<file path="src/rtl/shift_down_pkg.sv">
// Shared definitions for the shift-down instruction bus: field layout,
// FSM state encoding and the beat packing helper.
package shift_down_pkg;

  localparam int CRD_W    = 134;
  localparam int DATA_W   = 128;
  localparam int ID_W     = 5;

  localparam int VLD_BIT  = 133;
  localparam int DATA_MSB = 132;
  localparam int DATA_LSB = 5;
  localparam int ID_MSB   = 4;

  typedef enum logic [1:0] {
    IDLE  = 2'd0,
    ISSUE = 2'd1,
    GAP   = 2'd2,
    DONE  = 2'd3
  } sd_state_e;

  // Builds {vld, data, id}; an invalid beat is all zeros so downstream
  // stages always see a clean hold.
  function automatic logic [CRD_W-1:0] pack_beat(
    input logic              vld,
    input logic [DATA_W-1:0] data,
    input logic [ID_W-1:0]   id
  );
    logic [CRD_W-1:0] beat;
    beat = '0;
    if (vld) begin
      beat[VLD_BIT]           = 1'b1;
      beat[DATA_MSB:DATA_LSB] = data;
      beat[ID_MSB:0]          = id;
    end
    return beat;
  endfunction

endpackage

</file>
<file path="src/rtl/shift_down_issuer.sv">
// Head of the SMC shift-down chain: turns one command into a stream of
// instruction beats (PARAM_UR_WORD_CNT per SMC id over the commanded range),
// optionally spaced by idle gap cycles, then pulses done.
module shift_down_issuer
  import shift_down_pkg::*;
#(
  parameter int PARAM_UR_WORD_CNT = 4,
  parameter int ISSUE_GAP         = 1
) (
  input  logic              clk,
  input  logic              rst,
  input  logic              cmd_vld,
  output logic              cmd_rdy,
  input  logic [ID_W-1:0]   cmd_first_id,
  input  logic [ID_W-1:0]   cmd_last_id,
  input  logic [DATA_W-1:0] cmd_data,
  input  logic              abort,
  output logic [CRD_W-1:0]  crd_shiftdn_out,
  output logic              busy,
  output logic              done,
  output logic              err,
  output logic              aborted
);

  localparam logic [7:0] LAST_BEAT = 8'(PARAM_UR_WORD_CNT - 1);
  // Only meaningful when ISSUE_GAP > 0; the GAP state is unreachable otherwise.
  localparam logic [3:0] LAST_GAP  = 4'(ISSUE_GAP - 1);

  sd_state_e         state_q, state_d;
  logic [ID_W-1:0]   last_id_q, last_id_d;
  logic [DATA_W-1:0] data_q, data_d;
  logic [ID_W-1:0]   cur_id_q, cur_id_d;
  logic [7:0]        beat_cnt_q, beat_cnt_d;
  logic [3:0]        gap_cnt_q, gap_cnt_d;
  logic [CRD_W-1:0]  crd_q, crd_d;
  logic              done_q, done_d;
  logic              err_q, err_d;
  logic              aborted_q, aborted_d;

  // cur_id_q/beat_cnt_q describe the beat currently on the bus (state ISSUE).
  logic              last_word;
  logic              final_beat;
  logic [ID_W-1:0]   nxt_id;
  logic [7:0]        nxt_cnt;

  assign last_word  = (beat_cnt_q == LAST_BEAT);
  // Termination is decided on the current id, so the wrap of cur_id past 31
  // is never consulted.
  assign final_beat = (cur_id_q == last_id_q) && last_word;
  assign nxt_id     = last_word ? cur_id_q + 5'd1 : cur_id_q;
  assign nxt_cnt    = last_word ? 8'd0 : beat_cnt_q + 8'd1;

  assign cmd_rdy         = (state_q == IDLE) && !rst;
  assign busy            = (state_q != IDLE);
  assign crd_shiftdn_out = crd_q;
  assign done            = done_q;
  assign err             = err_q;
  assign aborted         = aborted_q;

  // Next-state, counter and registered-output computation for the issuer FSM.
  always_comb begin
    state_d    = state_q;
    last_id_d  = last_id_q;
    data_d     = data_q;
    cur_id_d   = cur_id_q;
    beat_cnt_d = beat_cnt_q;
    gap_cnt_d  = gap_cnt_q;
    crd_d      = '0;
    done_d     = 1'b0;
    err_d      = 1'b0;
    aborted_d  = 1'b0;

    unique case (state_q)
      IDLE: begin
        if (cmd_vld && cmd_rdy) begin
          last_id_d  = cmd_last_id;
          data_d     = cmd_data;
          cur_id_d   = cmd_first_id;
          beat_cnt_d = 8'd0;
          if (cmd_first_id > cmd_last_id) begin
            state_d = DONE;
            done_d  = 1'b1;
            err_d   = 1'b1;
          end else begin
            state_d = ISSUE;
            crd_d   = pack_beat(1'b1, cmd_data, cmd_first_id);
          end
        end
      end
      ISSUE: begin
        cur_id_d   = nxt_id;
        beat_cnt_d = nxt_cnt;
        if (abort) begin
          state_d   = DONE;
          done_d    = 1'b1;
          aborted_d = 1'b1;
        end else if (final_beat) begin
          state_d = DONE;
          done_d  = 1'b1;
        end else if (ISSUE_GAP > 0) begin
          state_d   = GAP;
          gap_cnt_d = 4'd0;
        end else begin
          crd_d = pack_beat(1'b1, data_q, nxt_id);
        end
      end
      GAP: begin
        if (abort) begin
          state_d   = DONE;
          done_d    = 1'b1;
          aborted_d = 1'b1;
        end else if (gap_cnt_q == LAST_GAP) begin
          state_d = ISSUE;
          crd_d   = pack_beat(1'b1, data_q, cur_id_q);
        end else begin
          gap_cnt_d = gap_cnt_q + 4'd1;
        end
      end
      DONE: begin
        state_d = IDLE;
      end
      default: state_d = IDLE;
    endcase
  end

  // State and output registers; reset drops any command in flight.
  always_ff @(posedge clk) begin
    if (rst) begin
      state_q    <= IDLE;
      last_id_q  <= '0;
      data_q     <= '0;
      cur_id_q   <= '0;
      beat_cnt_q <= '0;
      gap_cnt_q  <= '0;
      crd_q      <= '0;
      done_q     <= 1'b0;
      err_q      <= 1'b0;
      aborted_q  <= 1'b0;
    end else begin
      state_q    <= state_d;
      last_id_q  <= last_id_d;
      data_q     <= data_d;
      cur_id_q   <= cur_id_d;
      beat_cnt_q <= beat_cnt_d;
      gap_cnt_q  <= gap_cnt_d;
      crd_q      <= crd_d;
      done_q     <= done_d;
      err_q      <= err_d;
      aborted_q  <= aborted_d;
    end
  end

endmodule

</file>
<file path="config.mk">
export PLATFORM = sky130hd
export DESIGN_NAME = shift_down_issuer
export DESIGN_NICKNAME = d
export VERILOG_FILES = /design/src/rtl/shift_down_pkg.sv /design/src/rtl/shift_down_issuer.sv
export SDC_FILE = /design/constraint.sdc
export NUM_CORES = 1
export LEC_CHECK = 0
export CAP_MARGIN = 10
export CORE_UTILIZATION = 40
export DETAILED_ROUTE_END_ITERATION = 8
export GPL_ROUTABILITY_DRIVEN = 1
export MAX_ROUTING_LAYER = met4
export PLACE_DENSITY_LB_ADDON = 0.12
export SLEW_MARGIN = 10
export SYNTH_ARGS = -nofsm -noshare
export SYNTH_HDL_FRONTEND = slang
export SYNTH_SLANG_ARGS = --single-unit
</file>
<file path="constraint.sdc">
create_clock -name clk -period 2.3 [get_ports clk]
set_input_delay 0.345 -clock clk [delete_from_list [all_inputs] [get_ports clk]]
set_output_delay 0.345 -clock clk [all_outputs]
set_load 0.01 [all_outputs]
</file>
==> impl_results.md, run 1 <==
- Status: finished, final reports clean
- Ys Warns: 0
- Maxcap violations: 0
- Tot GR Track Use: 0.1995
- Pwr dens: a little under 1000 mW/mm2
- Initial Util: 0.4085
- Worst-Skew Late Latency: 540 ps
- Tcrit/Tclk final: 0.8767
- Placed Area: approximately 0.013 mm2
- First-pass DRT Iterations: 4
- Slew Viols, Final: 0
- CTS clk-pin slew, worst paths: 60 ps
- Root Buffer: clkbuf_16
- Layout cells sized above 1: 0.07003
- Final Util: 0.5709
- Die area: 0.02644 mm2
- Final hold vios: 0
- FF+latch count, synth: between 200 and 300
- Vias per cell: 4.955
- Critical path arrival: roughly 1700 ps
- Actual slew at the worst max-slew pin: about 800 ps
- Met3 routed WL: 1810 um
- Fill cell count: 2,269
- Largest net degree at the start of global routing: 88
- Clk sink count: 289
- Register area: 0.005786 mm2
- Async S/R FF share, synth: 0
- Worst Path Required: 1960 ps
- Max H-tree Level: 1
- Final ANT Viol Nets: 0
- Met2 routed wirelength: 11,730 um
- Layout Skew: between 9 and 10 ps
- Die width: 162.6 um
- Cell taking the most area after synthesis: dfxtp_1
- DIE HEIGHT: between 150 and 200 um
- Port Buffers: 280
- Mapped Nets: 1,201
- FF-to-FF Start: state_q[1]
- Setup crit end kind: output port
- Highest clock rate: 495.9 MHz
- Reg2reg end: gap_cnt_q[3]
- Routability cong.: 0.7795
- Hold Crit Class: in2reg
- Crit-path cells: inv_2 -> ha_4 -> inv_1 -> nor2_1 -> dlygate4sd2_1
- Minimum clock period: 2016 ps
- Syn Area/Cell: 9.864 um2
- Synth top cells by count: 289 x dfxtp_1, 276 x nand2_1, 135 x nand3b_1, 132 x a22o_1, 45 x clkbuf_1
- Worst Reg-to-Reg Cells: 7
- Area of the multi-input gates: between 0.004 and 0.005 mm2
- Unique masters post-synth: between 40 and 50
- Hold depth: 2
- R2R setup slack: 380 ps
- DP HPWL: approximately 17,000 um
- Area contributors post-synth: dfxtp_1 56%, a22o_1 11%, nand2_1 10%
- Setup-failing EPs final: 0
- Core Rows: 58
- Register area share after synthesis: 0.5608
- Clk buf depth: 3
- Count leader, synth: dfxtp_1
- Leak: 6.043 nW
- DRC: 0
- Initial drt markers: between 400 and 500
- IO Pins: 281
- Routed wire length: about 26,000 um
- Diode count: 0
- Initial antenna violation count: 0
- Critical path peak fanout: 10
- Main synth FF type: dfxtp_1
- Gate Count Post-Synth: approximately 1.0k
- Total number of vias: 8,216
- Wire length on met1: approximately 12,000 um
- Top Metal Used: met4
- Core Region: 0.02525 mm2
- Crit-path leading delay family: buffers and inverters
- RSZ-0062 raised after global routing: false
- Area grow syn2layout: 39.74%
- CP max stage cell: dfxtp_1
- Max incr delay on CP: approximately 380 ps
- WHS Endpoint: beat_cnt_q[1]
- Crit path launch type: flop
- Final instance area: 0.01442 mm2
- GRT overflow: 0
- Layout Nets: ~1.5k
- Worst hold start: rst
- WP buf/inv: 3
- Cell area after synthesis: 0.01032 mm2
- Setup CP Type: reg2out
- TritonCTS clock tree: built
- Post-synth EDFFs: 0
- Global-route wire length before repair: 41,170 um
- Slew HR: 0.4644
- Synth top area share: 0.5608
- Vias in the first global route: between 7k and 8k
- Total CTS buffers: 30
- Total power: 14.20 mW
- Max VDD drop: around 600 uV
- WL/cell: 15.78 um
[placed cells by master, fill, tap and decap left out, types with 3 or more instances in the layout]
cell	count
clkdlybuf4s50_1	277
buf_12	6
nor3_1	11
o21ai_0	8
nand3_1	7
a21oi_1	13
buf_4	23
a21bo_2	3
dfxtp_1	289
clkinv_2	7
nand3b_1	135
nand2b_1	3
nand2_1	276
inv_1	11
nor2_1	13
xnor2_1	10
and3_1	4
mux2i_1	4
ha_1	12
clkbuf_16	31
a22o_1	132
clkbuf_8	8
clkbuf_1	7
[where the power goes]
group	internal (mW)	switching, mW
Combinational	1.56	1.72
Clock	2.82	1.92
Sequential	5.80	0.376
Total	10.2	4.02
[per-layer routing]
layer | up-vias | global-route usage
met5 | - | -
met4 | 0 | 0.03993
met3 | 30 | 0.04915
met2 | 224 | 0.3143
met1 | 3841 | 0.2600
li1 | 4121 | -
[what timing repair did]
item / CTS / global route
hold buffers: 0 / 0
pin swaps: 1 / 0
gates resized for setup: 5 / 1
hold endpoints to repair: 0 / 0
buffers inserted: 0 / 0
endpoints found under the setup margin: 2 / 1
[through the flow]
| stage | setup slack [ps] | instances | hold slack, ps | setup TNS [ps] |
|---|---|---|---|---|
| 6_report | 283.6 | 1658 | 108.9 | 0 |
| 5_1_grt | 147.4 | 1658 | 93.20 | 0 |
| 4_1_cts | 15.90 | 1658 | 89.21 | 0 |
| 3_5_place_dp | -79.44 | 1604 | 461.9 | -6879 |
| 3_3_place_gp | -65.62 | 1604 | 454.2 | -6365 |
| 2_1_floorplan | 367.6 | 1046 | 444.0 | 0 |
[cell families (layout without fill, tap and decap cells)]
kind of cell / after synthesis / after routing / synth area share
simple gates: 462 / 462 / 0.2267
flops: 289 / 289 / 0.5608
compound gates: 173 / 173 / 0.1390
buf+inv: 93 / 375 / 0.04354
fa+ha+maj: 13 / 13 / 0.01577
xor+xnor: 11 / 11 / 0.009338
mux: 5 / 5 / 0.004972
[worst max-delay path by stage]
stage	from	endpoint	slack, ps	cells after the start
4_1_cts	state_q[1]	busy	20	4
3_3_place_gp	cmd_first_id[0]	crd_shiftdn_out[55]	-70	9
2_1_floorplan	cmd_first_id[0]	crd_shiftdn_out[53]	370	10
3_5_place_dp	cmd_first_id[0]	crd_shiftdn_out[59]	-80	9
5_1_grt	beat_cnt_q[0]	cur_id_q[0]	150	6
6_report	state_q[1]	cmd_rdy	280	5
[flip-flops by register name, indices dropped and copies added, names as in the netlist]
signal,cells
aborted,1
beat_cnt_q,8
crd_shiftdn_out,134
cur_id_q,5
data_q,128
done,1
err,1
gap_cnt_q,4
last_id_q,5
state_q,2
[worst reg2reg max path: stages, from the launching register on]
cell      delay, ps
dfxtp_1         340
inv_2           100
ha_1            330
nor2_1          100
a211oi_2        220
o21ai_2         140
or4_1           480
a21oi_1         150
[final cells by class]
class                           instances  share of cell area
Clock buffer                           46             0.06326
Clock inverter                          8            0.004513
Inverter                               13            0.003385
Multi-Input combinational cell        664              0.2848
Sequential cell                       289              0.4013
Tap cell                              330             0.02864
Timing Repair Buffer                  308              0.2141
Note: power is estimated with default switching activity, not from simulation.
==> inputs of run 2 (changes only) <==
--- a/config.mk
+++ b/config.mk
@@ -6,7 +6,7 @@
 export NUM_CORES = 1
 export LEC_CHECK = 0
 export CAP_MARGIN = 10
-export CORE_UTILIZATION = 40
+export CORE_UTILIZATION = 48
 export DETAILED_ROUTE_END_ITERATION = 8
 export GPL_ROUTABILITY_DRIVEN = 1
 export MAX_ROUTING_LAYER = met4
==> impl_results.md, run 2 (synthesis gave the netlist of run 1 again) <==
- Worst hold margin: 343.2 ps (+234.2 ps)
- Commonest non-fill, non-tap cell in the layout: dfxtp_1
- Setup crit end kind: output port
- Reg2reg end: data_q[75]
- Critical path arrival: 1900 ps (+230 ps)
- Placed Instances: 1,549 (-3.4%)
- GRT overflow: 0 (unchanged)
- FF-to-FF Start: state_q[1]
- Crit-path cells: inv_2 -> ha_4 -> inv_1 -> clkdlybuf4s50_1
- Die area: 0.02208 mm2 (-16%)
- Max VDD drop: 555.0 uV (-5.5%)
- Number of non-filler instances in the completed layout: 1,606 (-3.1%)
- IO Pins: 281 (unchanged)
- Slew HR: 0.2692 (-0.1952)
- Slew Viols, Final: 0 (unchanged)
- Routability cong.: 0.8077 (+3.6%)
- Core Rows: 53 (-8.6%)
- Vias in the first global route: 8,072 (+2.0%)
- Worst Reg-to-Reg Cells: 8 (+1)
- Port Buffers: 280 (unchanged)
- Pwr dens: 1002 mW/mm2 (+1.7%)
- DP HPWL: 15,820 um (-4.3%)
- Global-route wire length before repair: 40,730 um (-1.1%)
- Setup CP Type: reg2out
- Die width: 148.6 um (-8.6%)
- Status: finished, final reports clean
- Layout cells sized above 1: 0.07444 (+0.004406)
- Max reg flops: 134 (unchanged)
- CP max stage cell: clkdlybuf4s50_1
- Register area: 0.005786 mm2 (unchanged)
- Core Region: 0.02102 mm2 (-17%)
- Worst-Skew Late Latency: 540 ps (about the same)
- Total number of vias: 8,329 (+1.4%)
- Actual slew at the worst max-slew pin: 1096 ps (+292.7 ps)
- Final hold vios: 0 (unchanged)
- Tcrit/Tclk final: 0.9760 (+0.09924)
- R2R setup slack: 310 ps (-70 ps)
- Clk sink count: 289 (unchanged)
- Largest net degree at the start of global routing: 128 (+45%)
- Crit path launch type: flop
- Hold depth: 3 (+1)
- RSZ-0062 raised after global routing: false
- WL/cell: 15.85 um (+0.44%)
- Clk buf depth: 3 (unchanged)
- Worst hold start: rst
- First-pass DRT Iterations: 4 (unchanged)
- Worst Path Required: 1960 ps (about the same)
- Setup-failing EPs final: 0 (unchanged)
- Area grow syn2layout: 40.36%
- Initial antenna violation count: 1 (+1)
- Root Buffer: clkbuf_16
- Final ANT Viol Nets: 0 (unchanged)
- Layout Nets: 1,463 (+0.14%)
- Vias per cell: 5.186 (+4.7%)
- TritonCTS clock tree: built
- Minimum clock period: 2245 ps (+228.3 ps)
- Max H-tree Level: 1 (unchanged)
- Total CTS buffers: 29 (-3.3%)
- Most frequent cells in the layout: 289 x dfxtp_1, 278 x clkdlybuf4s50_1, 276 x nand2_1
- Maxcap violations: 0 (unchanged)
- Highest clock rate: 445.5 MHz (-10%)
- Max incr delay on CP: 560 ps (+180 ps)
- CTS clk-pin slew, worst paths: 60 ps (about the same)
- Area of the multi-input gates: 0.004106 mm2 (unchanged)
- WHS Endpoint: gap_cnt_q[1]
- DRC: 0 (unchanged)
- Fill cell count: 1,651 (-27%)
- Layout Skew: 12.40 ps (+2.662 ps)
- Initial drt markers: 327 (-27%)
- DIE HEIGHT: 148.6 um (-8.6%)
- Routed wire length: 25,450 um (-2.7%)
- Initial Util: 0.4908 (+0.08226)
- Critical path peak fanout: 5 (-5)
- Tot GR Track Use: 0.2332 (+0.03370)
- Leak: 6.083 nW (+0.65%)
- Hold Crit Class: in2reg
[run 2: changes by cell type in the layout (fill, tap and decap cells not counted)]
cell,change
buf_12,+5
buf_4,-2
bufinv_16,+3
clkbuf_1,-4
clkbuf_16,-2
clkdlybuf4s50_1,+1
clkinv_2,-1
clkinvlp_4,+2
diode_2,+1
dlygate4sd2_1,-1
inv_6,+1
[run 2: metal layers]
metal	global-route usage	vias to the layer above	wire [um]
met4	0.05773	0	456
met5	-	-	0
met2	0.3745	260	11960
li1	-	4125	-
met1	0.3013	3906	11250
met3	0.04509	38	1785
[run 2: critical path: cells and delay by family, from the launching register on]
| kind | cells | cell delay, ps |
|---|---|---|
| flip-flops | 1 | 390 |
| adder cells (fa/ha/maj) | 1 | 180 |
| buffers and inverters | 3 | 800 |
[run 2: cell type report]
type / instances / share of cell area
antenna: 1 / 0.0001728
multi-input combinational: 664 / 0.2836
inverter: 13 / 0.003370
clock inverter: 13 / 0.01201
sequential: 289 / 0.3995
clock buffer: 40 / 0.05849
timing repair buffer: 311 / 0.2191
tap: 275 / 0.02376
[run 2: where the power goes]
part           switching, mW  internal [mW]
combinational           1.75           1.65
clock                   1.92           3.01
sequential             0.377           5.80
[run 2: worst max-delay path by stage]
| stage | slack [ps] | from | endpoint | cells after the start |
|---|---|---|---|---|
| after CTS | 0.8 | state_q[0] | cmd_rdy | 5 |
| after global placement | -40 | cmd_first_id[0] | crd_shiftdn_out[80] | 9 |
| after global routing | 7 | state_q[1] | busy | 4 |
| after detailed placement | -90 | cmd_first_id[0] | crd_shiftdn_out[70] | 9 |
| final | 60 | state_q[1] | busy | 4 |
| after floorplan | 370 | cmd_first_id[0] | crd_shiftdn_out[53] | 10 |
[run 2: metrics by stage]
step | power (mW) | setup TNS [ps] | setup slack, ps | util | area [um2]
after floorplan | 8.106 | 0 | 367.6 | - | 10320
after global routing | 15.24 | 0 | 7.008 | 0.6889 | 14480
after global placement | 9.511 | -2694 | -37.80 | 0.6384 | 13420
final | 14.51 | 0 | 55.30 | 0.6889 | 14480
after detailed placement | 9.582 | -7134 | -86.74 | 0.6384 | 13420
after CTS | 14.57 | 0 | 0.7958 | 0.6876 | 14450
[run 2: timing repair]
action | CTS | global route
gates resized for setup | 4 | 1
pin swaps | 0 | 1
hold endpoints to repair | 0 | 0
setup endpoints to repair | 2 | 2
hold buffers | 0 | 0
setup buffers | 0 | 3
==> inputs of run 3 (changes only) <==
--- a/config.mk
+++ b/config.mk
@@ -8,7 +8,6 @@
 export CAP_MARGIN = 10
 export CORE_UTILIZATION = 48
 export DETAILED_ROUTE_END_ITERATION = 8
-export GPL_ROUTABILITY_DRIVEN = 1
 export MAX_ROUTING_LAYER = met4
 export PLACE_DENSITY_LB_ADDON = 0.12
 export SLEW_MARGIN = 10
==> results of run 3 <==
Same layout as run 2: the final DEF is identical, and so are final timing and power.
